### src/rtl/complex_mult_pkg.sv
// Shared sizing helpers for the pipelined complex multiplier.
// Field offsets locate a, b, c and d inside the packed {a,b,c,d} operand word.
package complex_mult_pkg;

  function automatic int res_width(input int w);
    return 2 * w + 2;
  endfunction

  function automatic int a_lsb(input int w);
    return 3 * w;
  endfunction

  function automatic int b_lsb(input int w);
    return 2 * w;
  endfunction

  function automatic int c_lsb(input int w);
    return w;
  endfunction

  function automatic int d_lsb(input int w);
    return 0 * w;
  endfunction

endpackage

### src/rtl/cnm_smult.sv
// Combinational signed multiplier producing an exact 2*W-bit product.
module cnm_smult #(
  parameter int W = 9
) (
  input  logic signed [W-1:0]   a_i,
  input  logic signed [W-1:0]   b_i,
  output logic signed [2*W-1:0] p_o
);

  assign p_o = (2*W)'(a_i) * (2*W)'(b_i);

endmodule

### src/rtl/complex_nr_mult_pipe.sv
// Three-stage elastic complex multiplier: x*y or x*conj(y), one result per cycle.
// Each stage advances when its successor is empty or advancing, so bubbles collapse.
module complex_nr_mult_pipe
  import complex_mult_pkg::*;
#(
  parameter int DATA_WIDTH = 8,
  parameter bit SIGNED     = 1'b0,
  localparam int RES_WIDTH = res_width(DATA_WIDTH)
) (
  input  logic                     clk,
  input  logic                     rstn,
  input  logic                     sw_rst,
  input  logic                     op_val,
  output logic                     op_ready,
  input  logic [4*DATA_WIDTH-1:0]  op_data,
  input  logic                     op_conj,
  input  logic                     res_ready,
  output logic                     res_val,
  output logic [2*RES_WIDTH-1:0]   res_data,
  output logic                     busy
);

  localparam int W     = DATA_WIDTH;
  localparam int EW    = W + 1;
  localparam int RW    = RES_WIDTH;
  localparam int A_LSB = a_lsb(W);
  localparam int B_LSB = b_lsb(W);
  localparam int C_LSB = c_lsb(W);
  localparam int D_LSB = d_lsb(W);

  logic s0_v_q, s0_v_d;
  logic s0_conj_q, s0_conj_d;
  logic [W-1:0] a_q, a_d, b_q, b_d, c_q, c_d, d_q, d_d;

  logic s1_v_q, s1_v_d;
  logic s1_conj_q, s1_conj_d;
  logic signed [RW-1:0] p_ac_q, p_ac_d, p_bd_q, p_bd_d;
  logic signed [RW-1:0] p_ad_q, p_ad_d, p_bc_q, p_bc_d;

  logic s2_v_q, s2_v_d;
  logic signed [RW-1:0] re_q, re_d, im_q, im_d;

  logic adv0, adv1, adv2, accept;

  logic signed [EW-1:0] a_x, b_x, c_x, d_x;
  logic signed [RW-1:0] p_ac, p_bd, p_ad, p_bc;

  assign adv2     = s2_v_q & res_ready;
  assign adv1     = s1_v_q & (~s2_v_q | adv2);
  assign adv0     = s0_v_q & (~s1_v_q | adv1);
  assign op_ready = ~s0_v_q | adv0;
  assign accept   = op_val & op_ready;

  // One extra bit lets unsigned operands share the signed multiplier.
  assign a_x = SIGNED ? {a_q[W-1], a_q} : {1'b0, a_q};
  assign b_x = SIGNED ? {b_q[W-1], b_q} : {1'b0, b_q};
  assign c_x = SIGNED ? {c_q[W-1], c_q} : {1'b0, c_q};
  assign d_x = SIGNED ? {d_q[W-1], d_q} : {1'b0, d_q};

  cnm_smult #(.W(EW)) u_mul_ac (.a_i(a_x), .b_i(c_x), .p_o(p_ac));
  cnm_smult #(.W(EW)) u_mul_bd (.a_i(b_x), .b_i(d_x), .p_o(p_bd));
  cnm_smult #(.W(EW)) u_mul_ad (.a_i(a_x), .b_i(d_x), .p_o(p_ad));
  cnm_smult #(.W(EW)) u_mul_bc (.a_i(b_x), .b_i(c_x), .p_o(p_bc));

  always_comb begin
    s0_v_d    = s0_v_q;
    s0_conj_d = s0_conj_q;
    a_d       = a_q;
    b_d       = b_q;
    c_d       = c_q;
    d_d       = d_q;
    if (accept) begin
      s0_v_d    = 1'b1;
      s0_conj_d = op_conj;
      a_d       = op_data[A_LSB +: W];
      b_d       = op_data[B_LSB +: W];
      c_d       = op_data[C_LSB +: W];
      d_d       = op_data[D_LSB +: W];
    end else if (adv0) begin
      s0_v_d = 1'b0;
    end
  end

  always_comb begin
    s1_v_d    = s1_v_q;
    s1_conj_d = s1_conj_q;
    p_ac_d    = p_ac_q;
    p_bd_d    = p_bd_q;
    p_ad_d    = p_ad_q;
    p_bc_d    = p_bc_q;
    if (adv0) begin
      s1_v_d    = 1'b1;
      s1_conj_d = s0_conj_q;
      p_ac_d    = p_ac;
      p_bd_d    = p_bd;
      p_ad_d    = p_ad;
      p_bc_d    = p_bc;
    end else if (adv1) begin
      s1_v_d = 1'b0;
    end
  end

  // Result width leaves headroom for the sum of two full products.
  always_comb begin
    s2_v_d = s2_v_q;
    re_d   = re_q;
    im_d   = im_q;
    if (adv1) begin
      s2_v_d = 1'b1;
      re_d   = s1_conj_q ? (p_ac_q + p_bd_q) : (p_ac_q - p_bd_q);
      im_d   = s1_conj_q ? (p_bc_q - p_ad_q) : (p_ad_q + p_bc_q);
    end else if (adv2) begin
      s2_v_d = 1'b0;
    end
  end

  always_ff @(posedge clk or negedge rstn) begin
    if (!rstn) begin
      s0_v_q    <= 1'b0;
      s0_conj_q <= 1'b0;
      a_q       <= '0;
      b_q       <= '0;
      c_q       <= '0;
      d_q       <= '0;
      s1_v_q    <= 1'b0;
      s1_conj_q <= 1'b0;
      p_ac_q    <= '0;
      p_bd_q    <= '0;
      p_ad_q    <= '0;
      p_bc_q    <= '0;
      s2_v_q    <= 1'b0;
      re_q      <= '0;
      im_q      <= '0;
    end else if (sw_rst) begin
      s0_v_q    <= 1'b0;
      s0_conj_q <= 1'b0;
      a_q       <= '0;
      b_q       <= '0;
      c_q       <= '0;
      d_q       <= '0;
      s1_v_q    <= 1'b0;
      s1_conj_q <= 1'b0;
      p_ac_q    <= '0;
      p_bd_q    <= '0;
      p_ad_q    <= '0;
      p_bc_q    <= '0;
      s2_v_q    <= 1'b0;
      re_q      <= '0;
      im_q      <= '0;
    end else begin
      s0_v_q    <= s0_v_d;
      s0_conj_q <= s0_conj_d;
      a_q       <= a_d;
      b_q       <= b_d;
      c_q       <= c_d;
      d_q       <= d_d;
      s1_v_q    <= s1_v_d;
      s1_conj_q <= s1_conj_d;
      p_ac_q    <= p_ac_d;
      p_bd_q    <= p_bd_d;
      p_ad_q    <= p_ad_d;
      p_bc_q    <= p_bc_d;
      s2_v_q    <= s2_v_d;
      re_q      <= re_d;
      im_q      <= im_d;
    end
  end

  assign res_val  = s2_v_q;
  assign res_data = {re_q, im_q};
  assign busy     = s0_v_q | s1_v_q | s2_v_q;

endmodule

### config.mk
export PLATFORM = sky130hd
export DESIGN_NAME = complex_nr_mult_pipe
export DESIGN_NICKNAME = d
export VERILOG_FILES = /design/src/rtl/complex_mult_pkg.sv /design/src/rtl/cnm_smult.sv /design/src/rtl/complex_nr_mult_pipe.sv
export SDC_FILE = /design/constraint.sdc
export NUM_CORES = 1
export LEC_CHECK = 0
export ABC_AREA = 1
export CORE_UTILIZATION = 58
export CTS_BUF_LIST = sky130_fd_sc_hd__clkbuf_4
export CTS_CLUSTER_DIAMETER = 120
export DETAILED_ROUTE_END_ITERATION = 10
export PLACE_DENSITY_LB_ADDON = 0.08
export SETUP_SLACK_MARGIN = 0.3
export SYNTH_ARGS = -nofsm -noshare
export SYNTH_HDL_FRONTEND = slang
export SYNTH_SLANG_ARGS = --single-unit
### constraint.sdc
create_clock -name clk -period 4 [get_ports clk]
set_input_delay 1 -clock clk [delete_from_list [all_inputs] [get_ports clk]]
set_output_delay 1 -clock clk [all_outputs]
set_load 0.05 [all_outputs]
==> metrics.log, run 1 <==
INFO  metric cts_tree = built
INFO  metric floorplan.rows = a little over 60
INFO  metric synth-main-ff-cell = sky130_fd_sc_hd__dfrtp_1
INFO  metric synth-seq-area-share = 20.6%
INFO  metric floorplan.core_area = 0.0280 mm^2
INFO  metric layout_cell_share_with_drive_strength_beyond_1 = between 20% and 30%
INFO  metric drtAntennaViolNets = 0
INFO  metric maximum_number_of_pins_on_one_net_before_global_route_repair = between 80 and 90
INFO  metric design.final.nets = between 2000 and 3000
INFO  metric totalNegativeSetupSlack = 0 ps
INFO  metric io_buffers = 76
INFO  metric peakVddDrop = about 0.32 mV
INFO  metric utilization = 74.5%
INFO  metric layout_worst_path_cycle_share = 100%
INFO  metric multi_input_comb_area = 0.0121 mm^2
INFO  metric wl_per_cell = roughly 15 um
INFO  metric drt-initial-drc-count = 1066
INFO  metric synthesis.area = 0.0167 mm^2
INFO  metric register_area = 0.00345 mm^2
INFO  metric setup-violations-final = 0
INFO  metric power_density = 201 mW/mm^2
INFO  metric finClkSkew = ~39 ps
INFO  metric worst_slew_pin_slew = 815 ps
INFO  metric grt_pass1_wl = approximately 73 mm
INFO  metric maximum_clock_insertion_buffer_count = 2
INFO  metric floorplan.die.height = 171 um
INFO  metric max_cap_viols = 0
INFO  metric max-slew-margin-rel = 45.7%
INFO  metric hold_viol = 0
INFO  metric dr_total_vias = 15500
INFO  metric via_count_of_the_first_global_routing_pass = 15100
INFO  metric cp_top_family = adder cells
INFO  metric worst_skew_pair.late_latency = 630 ps
INFO  metric die_width = 171 um
INFO  metric htree_levels = 4
INFO  metric vias_per_cell = 5.29
INFO  metric nFillCells = 2219
INFO  metric timing.setup.critical_path_class = flop to flop
INFO  metric timing.critical_path.slowest_cell_delay = 550 ps
INFO  metric critPathLaunchType = flop
INFO  metric fmaxAchievable = 0.250 GHz
INFO  metric ctsHoldBuffers = 0
INFO  metric number_of_pins_exceeding_their_max_slew_limit_in_the_final_report = 0
INFO  metric crit_path_cell_trace = buf_12, buf_12, buf_8, nand2_4, inv_2, fa_2, fa_1, fa_1, inv_1, fa_1, inv_2, ha_4, a21oi_4, o21ai_1, a21oi_2, o21ai_1, nand2_1, nand2_1, o21ai_1
INFO  metric summed_area_of_non_filler_cells_in_the_final_layout = 0.0209 mm^2
INFO  metric global_placement_routability_congestion = 0.883
INFO  metric drt_drc_violations_left = 0
INFO  metric synth_warnings = 0
INFO  metric post_synth_inst_count = approximately 2300
INFO  metric antenna_found_initial = 2
INFO  metric cp.required = 4540 ps
INFO  metric critical_path.slowest_cell = sky130_fd_sc_hd__fa_1
INFO  metric mappedNetlistNets = between 2000 and 3000
INFO  metric design.portCount = 77
INFO  metric cell_area_after_placement = 0.0190 mm^2
INFO  metric hp-class = input pin to asynchronous set/reset pin
INFO  metric min_period = 4000 ps
INFO  metric run_status = complete, no violations
INFO  metric groute.usage.overall = 31.4%
INFO  metric globalRoute.totalOverflow = 0
INFO  metric routed_wirelength = about 45 mm
INFO  metric syn-mean-instance-area = 7.19 um^2
INFO  metric design.die.area = 0.0294 mm^2
INFO  metric critical_path_peak_fanout = 8
INFO  metric clockRootBuffer = sky130_fd_sc_hd__clkbuf_4
INFO  metric dp_hpwl = 34.5 mm
INFO  metric timing.critical_path.to_type = flop
INFO  metric rsz0062_at_grt = true
INFO  metric critical_path_arrival = 4540 ps
INFO  metric power_leakage = 12.2 nW
INFO  metric postSynthRegisterBits = 137
INFO  metric critPathBufInv = 6
INFO  metric synth_cell_types = 45
INFO  metric clock_sink_count = 137
INFO  metric floorplan.initialDensity = 59.5%
INFO  metric clkTransAtPathRegs = 150 ps
INFO  metric firstDrtPassIters = 8
INFO  metric tritoncts.num_buffers = 17
INFO  metric areaGrowthSynthToFinish = 25.4%
INFO  metric number_of_flops_mapped_to_enable_cells_by_yosys = 0
INFO  metric synth_async_sr_flop_share = 100%
## placed cells by master (no fill, tap or decap), drive strengths merged, types with 31 or more instances in the layout
cell type,count
fa,146
a21oi,110
o21ai,166
nand2,564
xor2,31
buf,215
ha,178
clkdlybuf4s50,74
nand3,140
inv,544
dfrtp,137
nor2,117
## per-stage QoR
stage                     total power [mW]  hold WS [ps]  setup slack (ps)  std cells
after floorplan                       2.62           485               230       2317
after global placement                3.07           462              -113       2823
after detailed placement              3.09           464              -172       2823
after CTS                             4.13           410              54.0       2904
after global routing                  4.46           461              -153       2921
final                                 4.21           418             0.580       2921
## cell usage after synthesis, types with 2 or more instances
cell,count,area [um^2]
sky130_fd_sc_hd__a21boi_0,7,52.6
sky130_fd_sc_hd__a21o_1,3,22.5
sky130_fd_sc_hd__a21oi_1,109,546
sky130_fd_sc_hd__a31oi_1,2,12.5
sky130_fd_sc_hd__a32o_1,5,50.1
sky130_fd_sc_hd__and2_1,2,12.5
sky130_fd_sc_hd__buf_2,20,100
sky130_fd_sc_hd__buf_4,4,30.0
sky130_fd_sc_hd__clkbuf_1,72,270
sky130_fd_sc_hd__dfrtp_1,137,3430
sky130_fd_sc_hd__fa_1,146,2920
sky130_fd_sc_hd__ha_1,178,2230
sky130_fd_sc_hd__inv_1,537,2020
sky130_fd_sc_hd__inv_2,3,11.3
sky130_fd_sc_hd__nand2_1,560,2100
sky130_fd_sc_hd__nand2_2,4,25.0
sky130_fd_sc_hd__nand3_1,138,691
sky130_fd_sc_hd__nand4_1,8,50.1
sky130_fd_sc_hd__nor2_1,115,432
sky130_fd_sc_hd__nor3_1,9,45.0
sky130_fd_sc_hd__nor3_2,2,20.0
sky130_fd_sc_hd__o2111ai_1,2,17.5
sky130_fd_sc_hd__o21a_1,8,60.1
sky130_fd_sc_hd__o21ai_0,126,631
sky130_fd_sc_hd__o21ai_1,37,185
sky130_fd_sc_hd__o21ai_2,3,26.3
sky130_fd_sc_hd__o21bai_1,11,82.6
sky130_fd_sc_hd__o22ai_1,9,56.3
sky130_fd_sc_hd__o31ai_1,5,37.5
sky130_fd_sc_hd__or2_2,2,12.5
sky130_fd_sc_hd__xnor2_1,9,78.8
sky130_fd_sc_hd__xor2_1,31,272
## cells by family (layout without fill, tap and decap cells)
kind of cell	count (synthesis)	after routing	synth area share [%]
fa+ha+maj	324	324	30.9
flops	137	137	20.6
buf+inv	637	861	14.6
xor+xnor	40	40	2.10
simple gates	846	846	20.8
compound gates	333	333	11.0
other cells	0	2	0
## per-layer routing
| metal | wire (um) | vias to the layer above | global-route usage [%] |
|---|---|---|---|
| met4 | 959 | 0 | 10.6 |
| li1 | - | 7535 | - |
| met5 | 0 | - | 0 |
| met3 | 3030 | 55 | 6.21 |
| met2 | 20500 | 497 | 49.9 |
| met1 | 20300 | 7379 | 42.8 |
## worst paths after layout
check | slack (ps) | cells after the start | start | endpoint
worst min register to register | 490 | 2 | re_q[7] | re_q[7]
worst max-delay path | 0.6 | 19 | c_q[4] | p_ac_q[14]
max in group asynchronous | 2760 | 2 | rstn | p_ac_q[8]
min in group clk | 490 | 2 | re_q[7] | re_q[7]
worst max register to register | 0.6 | 19 | c_q[4] | p_ac_q[14]
worst min-delay path | 420 | 1 | rstn | im_q[12]
## final cells by class
| class | count | area share [%] |
|---|---|---|
| inverter | 540 | 9.72 |
| antenna | 2 | 0.0240 |
| timing repair buffer | 289 | 12.4 |
| sequential | 137 | 16.5 |
| clock inverter | 12 | 0.563 |
| clock buffer | 20 | 0.719 |
| tap | 378 | 2.27 |
| multi-input combinational | 1543 | 57.8 |
## timing repair
item,4_1_cts,5_1_grt
pin swaps,84,62
endpoints found under the setup margin,40,40
resized for setup,183,137
setup buffers,49,15
hold endpoints to repair,0,0
## sequential cells by signal, summed over array words and instances, names as in the netlist, 8 cells and up
signal and count:
im_q 18, re_q 18, p_ac_q 16, p_ad_q 16, p_bc_q 16, p_bd_q 16
a_q 8, b_q 8, c_q 8, d_q 8
## report_power, final
group	internal (mW)	switching [mW]
registers	1.44	0.0813
clock network	0.337	0.576
logic	0.700	1.07
No activity file was read; power rests on OpenSTA's default activity.
==> run 2, diff against run 1 <==
--- a/config.mk
+++ b/config.mk
@@ -10,8 +10,9 @@
 export CTS_BUF_LIST = sky130_fd_sc_hd__clkbuf_4
 export CTS_CLUSTER_DIAMETER = 120
 export DETAILED_ROUTE_END_ITERATION = 10
-export PLACE_DENSITY_LB_ADDON = 0.08
+export PLACE_DENSITY = 0.8
 export SETUP_SLACK_MARGIN = 0.3
 export SYNTH_ARGS = -nofsm -noshare
 export SYNTH_HDL_FRONTEND = slang
 export SYNTH_SLANG_ARGS = --single-unit
+export TNS_END_PERCENT = 30
==> run 2 against run 1 <==
Compared with the run above:
- highest routed layer unchanged
- the run now ends with setup timing left
- largest cell class unchanged
- worst setup slack worse by 47 ps
- clock skew is 8.4 ps lower
- largest power group unchanged
- sequential cell count stayed put
- clock-buffer cell count is 2 lower
==> metrics.log, run 2 (synthesis gave the netlist of run 1 again) <==
INFO  metric power_density = 213 mW/mm^2 (was 201 mW/mm^2)
INFO  metric tritoncts.num_buffers = 17 (unchanged)
INFO  metric clkTransAtPathRegs = 160 ps (was 150 ps)
INFO  metric wl_per_cell = 15.8 um (was 15.3 um)
INFO  metric totalNegativeSetupSlack = -90.2 ps (was 0 ps)
INFO  metric layout_cell_share_with_drive_strength_beyond_1 = 17.8% (was 21.1%)
INFO  metric critical_path_peak_fanout = 5 (was 8)
INFO  metric hp-class = input pin to asynchronous set/reset pin (unchanged)
INFO  metric timing.setup.critical_path_class = flop to flop (unchanged)
INFO  metric dp_hpwl = 34.3 mm (was 34.5 mm)
INFO  metric firstDrtPassIters = 7 (was 8)
INFO  metric postLayoutSetupSlackWorst = -46.8 ps (was 0.580 ps)
INFO  metric hold_viol = 0 (unchanged)
INFO  metric power_frac_seq = 35.3% (was 36.3%)
INFO  metric dp_worst_setup_slack = -255 ps (was -172 ps)
INFO  metric critPathLaunchType = flop (unchanged)
INFO  metric drt_drc_violations_left = 0 (unchanged)
INFO  metric layout_top_registers = im_q x18, re_q x18 (unchanged)
INFO  metric power.total = 4.33 mW (was 4.21 mW)
INFO  metric floorplan.core_area = 0.0280 mm^2 (unchanged)
INFO  metric number_of_pins_exceeding_their_max_slew_limit_in_the_final_report = 0 (unchanged)
INFO  metric maximum_number_of_pins_on_one_net_before_global_route_repair = 62 (was 86)
INFO  metric worst_slew_pin_slew = 931 ps (was 815 ps)
INFO  metric rsz0062_at_grt = true (unchanged)
INFO  metric worst_skew_pair.late_latency = 610 ps (was 630 ps)
INFO  metric maximum_clock_insertion_buffer_count = 2 (unchanged)
INFO  metric cts_tree = built (unchanged)
INFO  metric ctsHoldBuffers = 0 (unchanged)
INFO  metric design.portCount = 77 (unchanged)
INFO  metric htree_levels = 4 (unchanged)
INFO  metric dr_total_vias = 15500 (about the same)
INFO  metric layout_worst_path_cycle_share = 101% (was 100%)
INFO  metric fmaxAchievable = 0.247 GHz (was 0.250 GHz)
INFO  metric vias_per_cell = 5.36 (was 5.29)
INFO  metric layout_commonest_cell = sky130_fd_sc_hd__nand2_1 (unchanged)
INFO  metric floorplan.rows = 61 (unchanged)
INFO  metric via_count_of_the_first_global_routing_pass = 15100 (about the same)
INFO  metric critical_path_arrival = 4580 ps (was 4540 ps)
INFO  metric max-slew-margin-rel = 37.7% (was 45.7%)
INFO  metric clock_sink_count = 137 (unchanged)
INFO  metric groute.usage.overall = 31.9% (was 31.4%)
INFO  metric global_placement_routability_congestion = 0.909 (was 0.883)
INFO  metric power_leakage = 12.0 nW (was 12.2 nW)
INFO  metric globalRoute.totalOverflow = 0 (unchanged)
INFO  metric routed_wirelength = 45.4 mm (was 44.8 mm)
INFO  metric run_status = complete, but fails checks (was complete, no violations)
INFO  metric areaGrowthSynthToFinish = 22.2% (was 25.4%)
INFO  metric failing_checks = setup timing
INFO  metric drtAntennaViolNets = 0 (unchanged)
INFO  metric antenna_found_initial = 1 (was 2)
INFO  metric floorplan.initialDensity = 59.5% (unchanged)
INFO  metric cp.required = 4530 ps (was 4540 ps)
INFO  metric clockRootBuffer = sky130_fd_sc_hd__clkbuf_4 (unchanged)
INFO  metric io_buffers = 76 (unchanged)
INFO  metric setup-violations-final = 4 (was 0)
INFO  metric power_report.internal_total = 2.56 mW (was 2.48 mW)
INFO  metric drt-initial-drc-count = 1184 (was 1066)
INFO  metric floorplan.die.height = 171 um (unchanged)
INFO  metric design.final.nets = 2853 (was 2890)
INFO  metric min_period = 4050 ps (was 4000 ps)
INFO  metric worst_hold_margin = 341 ps (was 418 ps)
INFO  metric peakVddDrop = 0.226 mV (was 0.316 mV)
INFO  metric share_clk_of_total_power = 25.3% (was 21.7%)
INFO  metric finClkSkew = 30.5 ps (was 38.9 ps)
INFO  metric design.die.area = 0.0294 mm^2 (unchanged)
INFO  metric layout.cells.most_common_list = sky130_fd_sc_hd__nand2_1, sky130_fd_sc_hd__inv_1, sky130_fd_sc_hd__ha_1 (was sky130_fd_sc_hd__nand2_1, sky130_fd_sc_hd__inv_1, sky130_fd_sc_hd__buf_4)
INFO  metric max_cap_viols = 0 (unchanged)
INFO  metric combinationalPowerShare = 39.4% (was 42.0%)
INFO  metric switching_share = 40.9% (was 41.0%)
INFO  metric grt_pass1_wl = 73.8 mm (was 72.7 mm)
INFO  metric die_width = 171 um (unchanged)
INFO  metric timing.critical_path.to_type = flop (unchanged)
INFO  metric switching_power = 1.77 mW (was 1.72 mW)
run 2: cell types whose count changed in the layout (fill, tap and decap cells not counted), sizes merged:
cell and delta:
buf -38, bufinv +2, clkinv -2, inv +2, clkbuf -1
run 2: layout make-up:
| class | instances | area, um^2 |
|---|---|---|
| fill | 2229 | 7650 |
| inverter | 540 | 2030 |
| clock inverter | 14 | 185 |
| antenna | 2 | 5.00 |
| clock buffer | 18 | 135 |
| timing repair buffer | 252 | 2230 |
| tap | 378 | 473 |
| multi-input combinational | 1543 | 11800 |
| sequential | 137 | 3460 |
run 2: worst max-delay path, stage by stage, from the launching register on:
cell                       delay, ps
sky130_fd_sc_hd__dfrtp_2         450
sky130_fd_sc_hd__buf_4           160
sky130_fd_sc_hd__nand2_1          60
sky130_fd_sc_hd__inv_1            50
sky130_fd_sc_hd__fa_1            560
sky130_fd_sc_hd__fa_1            460
sky130_fd_sc_hd__fa_1            500
sky130_fd_sc_hd__inv_1            60
sky130_fd_sc_hd__fa_1            490
sky130_fd_sc_hd__inv_1            70
sky130_fd_sc_hd__ha_4            250
sky130_fd_sc_hd__a21oi_4         160
sky130_fd_sc_hd__a21boi_2        230
sky130_fd_sc_hd__inv_2            70
sky130_fd_sc_hd__a21oi_2         150
sky130_fd_sc_hd__o21ai_2          90
sky130_fd_sc_hd__buf_4           130
sky130_fd_sc_hd__o21ai_1          60
run 2: power by group through the flow:
| stage | combinational (mW) | sequential (mW) | clock [mW] |
|---|---|---|---|
| final | 1.70 | 1.53 | 1.10 |
| after global routing | 1.89 | 1.53 | 1.16 |
| after CTS | 1.61 | 1.52 | 1.11 |
| after detailed placement | 1.50 | 1.56 | 0 |
| after global placement | 1.47 | 1.56 | 0 |
| after floorplan | 1.02 | 1.57 | 0 |
run 2: metal layers:
metal | track usage, % | part of all wire, % | up-vias
met1 | 44.3 | 45 | 7306
met5 | 0 | 0 | -
met2 | 51.7 | 46 | 590
li1 | - | - | 7458
met4 | 8.77 | 2.6 | 0
met3 | 5.06 | 6.8 | 100
run 2: worst paths after layout:
| kind | startpoint | to | slack [ps] | depth (start not counted) |
|---|---|---|---|---|
| setup / recovery | d_q[2] | p_ad_q[9] | -50 | 17 |
| hold / removal | rstn | im_q[15] | 340 | 1 |
| setup reg to reg | d_q[2] | p_ad_q[9] | -50 | 17 |
| hold reg to reg | re_q[6] | re_q[6] | 500 | 2 |
| max in group asynchronous | rstn | p_bd_q[15] | 2790 | 2 |
| min in group clk | re_q[6] | re_q[6] | 500 | 2 |
run 2: repair_timing:
action	CTS	global route
setup endpoints to repair	40	40
pin swaps	52	54
gates cloned	0	1
setup buffers	40	14
gates resized for setup	145	122
run 2: per-stage QoR:
| stage | std cells | utilization [%] | area [um^2] |
|---|---|---|---|
| after floorplan | 2317 | - | 17200 |
| after global placement | 2795 | 66.9 | 18700 |
| after detailed placement | 2795 | 66.9 | 18700 |
| after CTS | 2867 | 70.4 | 19700 |
| after global routing | 2884 | 72.7 | 20400 |
| final | 2884 | 72.7 | 20400 |
==> run 3, diff against run 2 <==
--- a/config.mk
+++ b/config.mk
@@ -6,6 +6,7 @@
 export NUM_CORES = 1
 export LEC_CHECK = 0
 export ABC_AREA = 1
+export CAP_MARGIN = 20
 export CORE_UTILIZATION = 58
 export CTS_BUF_LIST = sky130_fd_sc_hd__clkbuf_4
 export CTS_CLUSTER_DIAMETER = 120
==> results of run 3 <==
Final layout, timing and power as in run 2 (identical DEF).
